File: config.mk
export PLATFORM = sky130hd
export DESIGN_NAME = debug_unit_mbp
export DESIGN_NICKNAME = d
export VERILOG_FILES = /design/src/rtl/debug_unit_mbp.sv
export SDC_FILE = /design/constraint.sdc
export NUM_CORES = 1
export LEC_CHECK = 0
export ABC_AREA = 0
export CORE_UTILIZATION = 45
export DETAILED_ROUTE_END_ITERATION = 10
export PLACE_DENSITY_LB_ADDON = 0.2
export SLEW_MARGIN = 20
export SYNTH_ARGS = -nofsm -noshare
export SYNTH_HDL_FRONTEND = slang
export SYNTH_SLANG_ARGS = --single-unit
File: constraint.sdc
create_clock -name clock -period 6.4 [get_ports clock]
set_clock_uncertainty 0.15 [all_clocks]
set_input_delay 1.28 -clock clock [delete_from_list [all_inputs] [get_ports clock]]
set_output_delay 1.28 -clock clock [all_outputs]
set_load 0.02 [all_outputs]
File: src/rtl/debug_unit_mbp.sv
// ============================================================================
// debug_unit_mbp : per-core debug controller with NBP hardware PC breakpoints,
//                  single-step, stop-cause register and debug j7 opcodes.
// Revision: 1.0
// ============================================================================
`default_nettype none

module debug_unit_mbp #(
  parameter int PC_W      = 31,
  parameter int CORE_W    = 4,
  parameter int NBP       = 4,
  parameter int SEL_W     = (NBP > 1) ? $clog2(NBP) : 1,
  parameter int SAVE_BASE = 32,
  parameter int DBG_SRC   = 1
) (
  input  logic              clock,
  input  logic              reset,
  input  logic [31:0]       link_i,
  input  logic [PC_W-1:0]   PC_i,
  input  logic              instrValid_i,
  input  logic [CORE_W-1:0] whichCore_i,
  input  logic              j7valid_i,
  input  logic [3:0]        opcode_i,
  input  logic [31:0]       wdata_i,
  input  logic [SEL_W-1:0]  wsel_i,
  input  logic              rqe_i,
  input  logic              ctrlValid_i,
  input  logic [3:0]        ctrlSrc_i,
  input  logic [3:0]        ctrlType_i,
  input  logic              stopOK_i,
  output logic              loadLink_o,
  output logic [31:0]       linkValue_o,
  output logic              zeroPCsetNullify_o,
  output logic              emptyAWqueues_o,
  output logic              running_o
);

  typedef enum logic [1:0] {
    IDLE     = 2'd0,
    RUN      = 2'd1,
    STOPPING = 2'd2,
    STEP     = 2'd3
  } state_t;

  localparam logic [2:0] c_CAUSE_BREAK = 3'd1;
  localparam logic [2:0] c_CAUSE_HWBP  = 3'd2;
  localparam logic [2:0] c_CAUSE_STOP  = 3'd3;
  localparam logic [2:0] c_CAUSE_KILL  = 3'd4;
  localparam logic [2:0] c_CAUSE_STEP  = 3'd5;

  state_t              state_q, state_d;
  logic [2:0]          cause_q, cause_d;
  logic                step_arm_q, step_arm_d;
  logic [PC_W-1:0]     saved_pc_q;
  logic [31:0]         saved_link_q;
  logic [NBP-1:0]      bp_en_q;
  logic [PC_W-1:0]     bp_addr_q [NBP];

  logic                w_msg_start, w_msg_stop, w_msg_kill, w_msg_step;
  logic                w_active, w_kill, w_brk, w_bp_hit, w_stop_done, w_step_done;
  logic                w_to_idle, w_sel_ok, w_ll;
  logic [NBP-1:0]      w_match;
  logic [31:0]         w_lv, w_save_area;

  assign w_msg_start = ctrlValid_i && (ctrlSrc_i == 4'(DBG_SRC)) && (ctrlType_i == 4'd0);
  assign w_msg_stop  = ctrlValid_i && (ctrlSrc_i == 4'(DBG_SRC)) && (ctrlType_i == 4'd1);
  assign w_msg_kill  = ctrlValid_i && (ctrlSrc_i == 4'(DBG_SRC)) && (ctrlType_i == 4'd2);
  assign w_msg_step  = ctrlValid_i && (ctrlSrc_i == 4'(DBG_SRC)) && (ctrlType_i == 4'd3);

  generate
    for (genvar i = 0; i < NBP; i++) begin : g_bp
      assign w_match[i] = bp_en_q[i] && (PC_i == bp_addr_q[i]);
    end
  endgenerate

  assign w_active    = (state_q != IDLE);
  assign w_kill      = w_active && w_msg_kill;
  assign w_brk       = w_active && j7valid_i && (opcode_i == 4'd6);
  assign w_bp_hit    = (state_q == RUN) && instrValid_i && (|w_match);
  assign w_stop_done = (state_q == STOPPING) && stopOK_i;
  assign w_step_done = (state_q == STEP) && step_arm_q && instrValid_i;
  assign w_sel_ok    = (int'(wsel_i) < NBP);

  always_comb begin
    state_d    = state_q;
    cause_d    = cause_q;
    step_arm_d = step_arm_q;
    w_to_idle  = 1'b0;
    if (w_kill) begin
      w_to_idle = 1'b1;
      cause_d   = c_CAUSE_KILL;
    end else if (w_brk) begin
      w_to_idle = 1'b1;
      cause_d   = c_CAUSE_BREAK;
    end else if (w_bp_hit) begin
      w_to_idle = 1'b1;
      cause_d   = c_CAUSE_HWBP;
    end else if (w_stop_done) begin
      w_to_idle = 1'b1;
      cause_d   = c_CAUSE_STOP;
    end else if (w_step_done) begin
      w_to_idle = 1'b1;
      cause_d   = c_CAUSE_STEP;
    end else begin
      case (state_q)
        IDLE: begin
          if (w_msg_start) begin
            state_d = RUN;
          end else if (w_msg_step) begin
            state_d    = STEP;
            step_arm_d = 1'b0;
          end
        end
        RUN:      if (w_msg_stop) state_d = STOPPING;
        STEP:     if (instrValid_i) step_arm_d = 1'b1;
        default:  ;
      endcase
    end
    if (w_to_idle) state_d = IDLE;
  end

  always_ff @(posedge clock) begin
    if (reset) begin
      state_q      <= IDLE;
      cause_q      <= 3'd0;
      step_arm_q   <= 1'b0;
      saved_pc_q   <= '0;
      saved_link_q <= '0;
      bp_en_q      <= '0;
    end else begin
      state_q    <= state_d;
      cause_q    <= cause_d;
      step_arm_q <= step_arm_d;
      if (w_to_idle) begin
        saved_pc_q   <= PC_i;
        saved_link_q <= link_i;
      end
      if (j7valid_i && w_sel_ok && (opcode_i == 4'd8)) bp_en_q[wsel_i] <= 1'b1;
      if (j7valid_i && w_sel_ok && (opcode_i == 4'd9)) bp_en_q[wsel_i] <= 1'b0;
    end
  end

  // Addresses carry no reset: they only matter once the matching enable is set.
  always_ff @(posedge clock) begin
    if (j7valid_i && w_sel_ok && (opcode_i == 4'd8)) bp_addr_q[wsel_i] <= wdata_i[PC_W-1:0];
  end

  assign w_save_area = (32'(SAVE_BASE) + 32'(whichCore_i)) << 9;

  always_comb begin
    w_ll = 1'b1;
    w_lv = 32'd0;
    case (opcode_i)
      4'd1:    w_lv = w_save_area;
      4'd2:    w_lv = 32'(saved_pc_q);
      4'd3:    w_lv = saved_link_q;
      4'd4:    w_lv = {31'd0, ~rqe_i};
      4'd5:    w_lv = {31'd0, running_o};
      4'd7:    w_lv = {28'd0, |bp_en_q, cause_q};
      4'd10:   w_lv = 32'(bp_en_q);
      default: w_ll = 1'b0;
    endcase
    if (!j7valid_i) w_ll = 1'b0;
  end

  assign loadLink_o         = w_ll;
  assign linkValue_o        = w_ll ? w_lv : 32'd0;
  assign zeroPCsetNullify_o = w_to_idle && !reset;
  assign emptyAWqueues_o    = w_kill && !reset;
  assign running_o          = (state_q != IDLE);

endmodule

`default_nettype wire

==> results.yml <==
synthesis:
  yosysTopAreaCellShare_pct: 39.8
  mappedNetlistArea_um2: 9360
  synth-adder-area-share_pct: 0
  synth_simple_gate_area_share_pct: 16.2
  synthFlopType: "edfxtp_1"
  synth_edf_count: 124
  syn_area_per_cell_um2: 12.1
  synth_cell_type_count: 47
  synth_top_family_by_area: "simple AND/OR/NAND/NOR gates"
  synth_compound_area_share_pct: 4.41
  synth_area_leaders: "edfxtp_1, dfxtp_1, xnor2_1"
  synthMostInstantiatedCell: "nand2b_1"
  netlist_instances: 771
  netlist.top_cell.by_area: "edfxtp_1"
  synth_common_cells: "nand2b_1, edfxtp_1, xnor2_1"
  yosys-mux-area-fraction_pct: 6.95
  async_flop_share_pct: 0
  synth_xor_area_share_pct: 11.8
  syn_nets: 891
  synth-seq-cells: 197
  yosysSeqAreaShare_pct: 55.4
  ys_warn_count: 0
critical_path:
  crit_type: "in2out"
  path_max_fanout: 13
  rr_endpoint: "saved_link_q[17]$_SDFFE_PP0P_"
  reg2reg_depth: 8
  crit_path_end_kind: "primary output"
  arrival_ps: 4470
  timing.rr.start: "bp_addr_q[2][29]$_DFFE_PP_"
  startpoint_type: "input pin"
  cp.required_ps: 4970
  ff2ff_setup_slack_ps: 2910
power_and_ir_drop:
  p_int_uw: 2080
  max-vdd-ir-drop_mv: 0.178
  clkPwrFrac_pct: 40.0
  power_frac_seq_pct: 51.5
  swShare_pct: 20.9
  power_frac_comb_pct: 8.5
  p_leak_uw: 0.00403
  pwr_density_cell_nw_per_um2: 229
  switching_power_uw: 552
placed_design:
  gp_congestion: 0.833
  dp_hpwl_um: 15600
  place_area_um2: 10900
  port_buffers: 154
worst_hold_path:
  hold_class: "reg2reg"
  min_to: "step_arm_q$_SDFFE_PP0P_"
  holdPathStages: 2
  hold_start: "step_arm_q$_SDFFE_PP0P_"
floorplan:
  start_util_pct: 46.1
  die_y_um: 146
  rows: 52
  pin_count: 156
  fp.dieArea_um2: 21400
  die_x_um: 146
  coreArea_um2: 20300
drt:
  m1WireLength_um: 10100
  route.met2.wl_um: 10000
  wl_per_cell_um: 18.5
  postRouteAntennaNets: 0
  dr.pass1.iters: 4
  drc_errors: 0
  wl_met3_um: 1260
  drt_iter0_markers: 399
  top_layer: "met4"
  wl_um: 21800
  vias: 5991
  viasPerCell: 5.10
finish:
  utilization_pct: 56.5
  area_growth_pct: 22.5
  nNetsFinal: 1010
  drive_gt1_share_pct: 5.88
  final_area_um2: 11500
  nFillCells: 1766
sta:
  rsz0062_at_grt: "false"
  finalMaxSlewViolations: 0
  finalHoldViolCount: 0
  relSlewSlack_pct: 40.6
  setup_violations: 0
  tns_ps: 0
  tightestPinTransition_ps: 891
  period_needed_ps: 5900
  timing.fmax_mhz: 169
  fin_crit_sh_pct: 92.2
clocking:
  cts_resized: 0
  cts_tree: "built"
  clk_pin_slew_worst_paths_ps: 70
  cts.hold.buffers_added: 0
  cts_buffer_depth: 2
  clock_sinks: 197
  htreeDepth: 4
  numCtsBuffers: 17
  clock-root-buffer: "clkbuf_16"
  clkLatencyLatePin_ps: 430
  postCtsSetupBuffers: 0
status:
  status: "finished clean"
global_route:
  antenna_found_initial: 2
  grt_pass1_wl_um: 33800
  grt_max_degree: 86
  track_usage_pct: 21.0
  grt_overflow: 0
  grt_pass1_vias: 5845
run:
  cap_violations: 0
-- worst max-delay path, stage by stage --
cell and delay, ps:
clkdlybuf4s50_1 610, xnor2_1 330, nand4_1 160, nor4_1 480, a22oi_1 230, a211o_1 400, nor3b_4 250, nor2_1 110
clkdlybuf4s50_1 610
-- cell type report --
cell class | instances | area, um2 | area share, %
Multi-Input combinational cell | 502 | 3720 | 32.4
Inverter | 5 | 18.8 | 0.164
Antenna cell | 2 | 5.00 | 0.0436
Timing Repair Buffer | 167 | 1630 | 14.2
Tap cell | 270 | 338 | 2.94
Clock inverter | 10 | 133 | 1.16
Sequential cell | 197 | 5180 | 45.2
Clock buffer | 21 | 440 | 3.84
-- worst max path at each step --
stage,endpoint,from,cells after the start
2_1_floorplan,bp_addr_q[0][0]$_DFFE_PP_,opcode_i[3],4
6_report,zeroPCsetNullify_o,PC_i[3],9
3_5_place_dp,zeroPCsetNullify_o,PC_i[3],9
3_3_place_gp,zeroPCsetNullify_o,PC_i[3],9
4_1_cts,zeroPCsetNullify_o,PC_i[3],9
5_1_grt,zeroPCsetNullify_o,PC_i[30],9
-- cell usage in the layout, fill, tap and decap left out, drive strengths merged, types with 14 or more instances in the layout --
master         Yosys  final
edfxtp           124    124
a22oi             25     25
clkdlybuf4s50      0    153
mux2i             65     65
nor2              49     49
buf               39     14
nand2b           125    125
xnor2            124    124
dfxtp             73     73
clkbuf            28     21
nand4             33     33
-- metrics by stage --
stage               hold WS, ps  cells  setup slack (ps)  total power, uW
detailed placement          294   1141               508             1610
finish                      302   1174               496             2630
CTS                         304   1172               489             2660
floorplan                   283    771              1480             1500
global placement            290   1141               502             1610
global route                342   1174               392             2720
-- metal layers --
| metal | vias to the layer above | track usage [%] |
|---|---|---|
| met5 | - | 0 |
| met4 | 0 | 6.51 |
| met3 | 26 | 4.44 |
| met2 | 173 | 32.9 |
| met1 | 2851 | 29.2 |
| li1 | 2941 | - |
-- state kept, by name, indices dropped and copies added, names as in the netlist --
signal / flops
saved_pc_q: 31
saved_link_q: 32
bp_addr_q: 124
cause_q: 3
bp_en_q: 4
state_q: 2
step_arm_q: 1
-- logic make-up (layout without fill, tap and decap cells) --
group	Yosys count	after routing
xor+xnor	125	125
compound gates	55	55
mux	65	65
flops	197	197
simple gates	257	257
other cells	0	2
buf+inv	72	203
-- power by group through the flow --
stage	registers (uW)	clock network, uW	logic, uW
finish	1360	1050	224
global placement	1380	0	224
global route	1360	1120	241
CTS	1360	1080	226
floorplan	1380	0	116
detailed placement	1380	0	224
(Power assumes the default switching activity.)
